===== config.mk =====
export PLATFORM = sky130hd
export DESIGN_NAME = vec_sweep_ctrl
export DESIGN_NICKNAME = d
export VERILOG_FILES = /design/src/rtl/vec_sweep_ctrl.sv
export SDC_FILE = /design/constraint.sdc
export NUM_CORES = 1
export LEC_CHECK = 0
export ABC_CLOCK_PERIOD_IN_PS = 4220
export CAP_MARGIN = 20
export CORE_UTILIZATION = 49
export DETAILED_ROUTE_END_ITERATION = 7
export HOLD_SLACK_MARGIN = 0.02
export PLACE_DENSITY = 0.74
export SLEW_MARGIN = 25
export SYNTH_ARGS = -nofsm -noshare
export SYNTH_HDL_FRONTEND = slang
export SYNTH_SLANG_ARGS = --single-unit

===== constraint.sdc =====
create_clock -name clk -period 4.22 [get_ports clk]
set_input_delay 1.055 -clock clk [delete_from_list [all_inputs] [get_ports clk]]
set_output_delay 1.055 -clock clk [all_outputs]
set_load 0.005 [all_outputs]

===== src/rtl/vec_sweep_ctrl.sv =====
// vec_sweep_ctrl: walks all 16 4-bit input vectors (binary or Gray order) into a
//   small combinational sub-circuit, holds each for SETTLE+1 cycles, samples the
//   1-bit response and profiles switching activity.
// Latency: busy from the cycle after an accepted start; done pulses 16*(SETTLE+1)+1
//   cycles after start. Backpressure: none; start is ignored while a sweep runs,
//   and abort cancels the sweep on the next cycle.
// Ports:
//   clk, rst          clock, asynchronous active-high reset
//   start, abort      sweep control (abort wins over start in IDLE)
//   mode              0 = binary order, 1 = Gray order (latched on accepted start)
//   vec_out, resp_in  stimulus to / response from the sub-circuit
//   busy, done        sweep in progress / one-cycle completion pulse
//   sig               truth-table signature, bit v = response for vector v
//   in_toggles        summed Hamming distance between consecutive vectors
//   out_toggles       response changes between consecutive samples
//   ones_count        number of samples equal to 1
module vec_sweep_ctrl #(
  parameter int SETTLE = 1,
  parameter int CNT_W  = 8
) (
  input  logic             clk,
  input  logic             rst,
  input  logic             start,
  input  logic             abort,
  input  logic             mode,
  output logic [3:0]       vec_out,
  input  logic             resp_in,
  output logic             busy,
  output logic             done,
  output logic [15:0]      sig,
  output logic [CNT_W-1:0] in_toggles,
  output logic [CNT_W-1:0] out_toggles,
  output logic [CNT_W-1:0] ones_count
);

  localparam logic [1:0] S_IDLE = 2'd0;
  localparam logic [1:0] S_HOLD = 2'd1;
  localparam logic [1:0] S_FIN  = 2'd2;

  localparam logic [3:0] SETTLE_L = 4'(SETTLE);

  logic [1:0] state;
  logic [3:0] step;      // index k of the vector currently driven
  logic [3:0] hold;      // cycles left before sampling the current vector
  logic       mode_q;
  logic       prev_resp; // response of the previous sample

  logic [3:0] vec_prev;
  logic [2:0] step_dist;
  logic       sample_now;

  function automatic logic [3:0] order_of(input logic [3:0] k, input logic gray);
    return gray ? (k ^ (k >> 1)) : k;
  endfunction

  function automatic logic [2:0] popcount4(input logic [3:0] v);
    return 3'(v[0]) + 3'(v[1]) + 3'(v[2]) + 3'(v[3]);
  endfunction

  // Saturating add: an overflow into the extra top bit pins the counter at all-ones.
  function automatic logic [CNT_W-1:0] sat_add(input logic [CNT_W-1:0] a, input logic [2:0] b);
    logic [CNT_W:0] sum;
    sum = {1'b0, a} + (CNT_W+1)'(b);
    return sum[CNT_W] ? {CNT_W{1'b1}} : sum[CNT_W-1:0];
  endfunction

  // vec_out always equals order(step) while holding, so the distance to the
  // previous vector only needs order(step-1); unused when step is 0.
  always_comb begin
    vec_prev   = order_of(step - 4'd1, mode_q);
    step_dist  = popcount4(vec_out ^ vec_prev);
    sample_now = (state == S_HOLD) && (hold == 4'd0) && !abort;
  end

  always_ff @(posedge clk or posedge rst) begin
    if (rst) begin
      state       <= S_IDLE;
      step        <= 4'd0;
      hold        <= 4'd0;
      mode_q      <= 1'b0;
      prev_resp   <= 1'b0;
      vec_out     <= 4'd0;
      busy        <= 1'b0;
      done        <= 1'b0;
      sig         <= 16'd0;
      in_toggles  <= '0;
      out_toggles <= '0;
      ones_count  <= '0;
    end else begin
      case (state)
        S_IDLE: begin
          done <= 1'b0;
          if (start && !abort) begin
            state       <= S_HOLD;
            busy        <= 1'b1;
            mode_q      <= mode;
            step        <= 4'd0;
            hold        <= SETTLE_L;
            vec_out     <= order_of(4'd0, mode);
            prev_resp   <= 1'b0;
            sig         <= 16'd0;
            in_toggles  <= '0;
            out_toggles <= '0;
            ones_count  <= '0;
          end
        end

        S_HOLD: begin
          if (abort) begin
            // Partial results are kept; only the sequencing is torn down.
            state   <= S_IDLE;
            busy    <= 1'b0;
            vec_out <= 4'd0;
          end else if (!sample_now) begin
            hold <= hold - 4'd1;
          end else begin
            sig[vec_out] <= resp_in;
            prev_resp    <= resp_in;
            if (resp_in) begin
              ones_count <= sat_add(ones_count, 3'd1);
            end
            if (step != 4'd0) begin
              in_toggles <= sat_add(in_toggles, step_dist);
              if (resp_in != prev_resp) begin
                out_toggles <= sat_add(out_toggles, 3'd1);
              end
            end
            if (step != 4'd15) begin
              step    <= step + 4'd1;
              vec_out <= order_of(step + 4'd1, mode_q);
              hold    <= SETTLE_L;
            end else begin
              state   <= S_FIN;
              busy    <= 1'b0;
              done    <= 1'b1;
              vec_out <= 4'd0;
            end
          end
        end

        S_FIN: begin
          done  <= 1'b0;
          state <= S_IDLE;
        end

        default: begin
          state   <= S_IDLE;
          busy    <= 1'b0;
          done    <= 1'b0;
          vec_out <= 4'd0;
        end
      endcase
    end
  end

endmodule

==> impl_metrics.ini <==
[routing]
drt_pass1_iterations = 7
drcViolationCount = 3
vias_per_cell = 6.13
antenna_left = 0
wl_per_cell_um = 17.2
drtIter0Drc = 298
vias = 2987
wl_mm = 8.36

[floorplanning]
core_sq_mm = 0.00646
num_rows = 29
die_area_sq_mm = 0.00715
initial_utilization_pct = 51.7
die_y_um = 84.5
die_x_um = 84.5
io_pins = 52

[worst_hold_path]
whs_endpoint = prev_resp
whs_path_depth = 2
hold_start = prev_resp
hp-class = reg -> reg

[setup_path]
r2r_start = step[0]
crit_chain = inv_1, ha_1, xor2_1, xnor2_1, xnor2_1, fa_1, fa_1, inv_1, fa_1, and3_1, and2_1, o41ai_1, a31oi_1
crit_arrival_ps = 3790
cp_num_buf_inv = 2
critPathKind = reg -> reg
cp_max_fo = 7
worstSetupEndpointType = flip-flop
cp_data_required_time_ps = 4430
worstReg2RegEnd = in_toggles[7]
ff2ff_path_depth = 13
cpMaxStageDelayCell = fa_1
crit_path_frequent_cell = fa_1
critPathMaxStageDelay_ps = 540
r2r_slack_ps = 640
crit_path_start_kind = flip-flop
cp_top_family = adder cells

[cells_and_area]
syn2layout_area_growth_pct = 23.8
final_common_cell = dfrtp_1
n_antenna_cell = 0
layout_common_cells = dfrtp_1 (58), clkdlybuf4s50_1 (51), o21ai_0 (49)
stdcell_count = 487
n_fill_cell = 516
layout-drive-gt1-share_pct = 9.02
multiInputGateArea_sq_mm = 0.00174
seqCellArea_sq_mm = 0.00145
fin_nets = 421

[clock_network]
cts_made_buffers = 9
clock_sinks = 58
cts_tree = built
postCtsHoldBufs = 0
htreeDepth = 3
ctsRootBufferMaster = clkbuf_8
post_cts_buffers = 0
cts_buffer_depth = 2
cts_resized = 0
clkLatencyLatePin_ps = 340
clk_pin_slew_ps = 60

[sta]
slew_violations = 0
finClkSkew_ps = 9.06
worst_slew_pin_slew_ps = 993
finalSetupViolCount = 0
rsz0062_at_grt = no
fmax_ghz = 0.280
final.period_utilization_pct = 84.8
relSlewSlack_pct = 33.7
fin_crit_ps = 3580
setup_slack_ps = 643
hold_violations = 0
final.setup.tns_ps = 0

[logic_synthesis]
ys.warnings.count = 0
synth_top_cell_by_area = dfrtp_1
synthTopCellsByArea = dfrtp_1 (43%), o21ai_0 (7.3%), a21oi_1 (3.6%)
synth_seq_cells = 58
synth_edf_count = 0
synth.net_count = 370
ys.flop_type = dfrtp_1
yosysSeqAreaShare_pct = 43.5
syn-instance-count = 354
synth_top_area_share_pct = 43.5
async_reset_ff_share_pct = 100
ys_types = 59
postSynthAreaPerCell_sq_um = 9.43
netlist_area_sq_mm = 0.00334

[power_and_ir_drop]
combPwrFrac_pct = 24.8
power_frac_seq_pct = 38.1
p_leak_nw = 1.77
vdd_drop_max_uv = 448
p_sw_uw = 499
internal_power_mw = 1.16
clock_power_share_pct = 37.1
swShare_pct = 30.1
power_density_mw_per_mm2 = 402

[run]
maxCapViolations = 0

[global_route]
grt_overflow = 0
grt_max_degree = 31
antenna_found_initial = 0
grt_pass1_wl_mm = 14.0
grt_pass1_vias = 2893
grt_usage_pct = 24.9

[place]
dp.cells = 471
place_ws_ps = 766
globalplace.congestion = 0.841
dp_hpwl_mm = 5.65
numPortBuffers = 51

[status]
status = complete, but fails checks
failed_checks = DRC
==> flip-flops by register name (all words and copies together) (netlist names) <==
| name | count |
|---|---|
| done | 1 |
| busy | 1 |
| state | 2 |
| prev_resp | 1 |
| out_toggles | 8 |
| vec_out | 4 |
| mode_q | 1 |
| hold | 4 |
| in_toggles | 8 |
| sig | 16 |
| ones_count | 8 |
| step | 4 |
==> synth_stat cells (2+ instances only) <==
master	number
nor3b_1	4
a41oi_1	4
nand4_1	3
nor2_1	13
fa_1	3
o41ai_1	3
and3_1	4
a21o_1	4
xnor2_1	7
a211o_1	3
a22o_1	8
nor2b_1	6
xor2_1	6
dfrtp_1	58
nand3_1	12
ha_1	7
o211ai_1	4
o2bb2ai_1	5
o2111ai_1	3
nor3_1	4
and4_1	2
clkbuf_1	9
inv_1	18
buf_2	4
nand2b_1	5
a21o_2	2
a211oi_1	2
a31oi_1	13
o21ai_0	49
and2_1	3
nor4_1	2
buf_6	2
o31ai_1	4
a21oi_1	24
nand2_1	27
or2_2	4
==> power groups by stage <==
| stage | sequential [mW] | clock, mW | combinational, mW |
|---|---|---|---|
| floorplan | 0.630 | 0 | 0.287 |
| global placement | 0.640 | 0 | 0.384 |
| detailed placement | 0.643 | 0 | 0.401 |
| CTS | 0.633 | 0.624 | 0.412 |
| global route | 0.639 | 0.653 | 0.458 |
| finish | 0.633 | 0.615 | 0.412 |
==> metrics by stage <==
step	total power, mW	area [sq um]	hold slack [ps]	utilization [%]
3_3_place_gp	1.02	3900	480	60.4
3_5_place_dp	1.04	3900	480	60.4
2_1_floorplan	0.917	3340	467	-
6_report	1.66	4130	500	64.0
4_1_cts	1.67	4130	499	64.0
5_1_grt	1.75	4130	525	64.0
==> layer usage <==
layer	routed length (um)	track usage, %	up-vias
met4	82	9.09	0
met5	0	0	-
li1	-	-	1417
met3	446	5.90	10
met1	3980	34.6	1459
met2	3860	38.1	101
==> area by class of cell <==
class / count / area share, %
clock buffers: 11 / 3.18
repair buffers: 56 / 13.3
well taps: 77 / 2.33
flip-flops and latches: 58 / 35.1
multi-input cells: 262 / 42.0
inverters: 18 / 1.63
clock inverters: 5 / 2.48
==> logic make-up after synthesis <==
family | Yosys count | share of synthesized area [%]
XOR/XNOR | 13 | 3.41
adder cells (fa/ha/maj) | 10 | 4.42
AND/OR/NAND/NOR | 98 | 16.3
buffers and inverters | 34 | 4.54
multiplexers | 2 | 0.637
flip-flops | 58 | 43.5
AO/OA/AOI/OAI | 139 | 27.2
==> worst max path at each step <==
stage             from             to  slack, ps  depth (start not counted)
2_1_floorplan  step[0]  in_toggles[7]       1030                         13
3_3_place_gp   step[0]  in_toggles[7]        850                         13
3_5_place_dp   step[0]  in_toggles[7]        770                         13
4_1_cts        step[0]  in_toggles[7]        680                         13
5_1_grt        step[0]  in_toggles[7]        470                         13
6_report       step[0]  in_toggles[7]        640                         13
==> worst reg2reg max path: cells and delay by family, from the launching register on <==
family,cells,cell delay [ps]
flops,1,470
buf+inv,2,180
simple gates,2,420
fa+ha+maj,4,1410
xor+xnor,3,510
compound gates,2,460
Power figures use the tool's default switching activity.
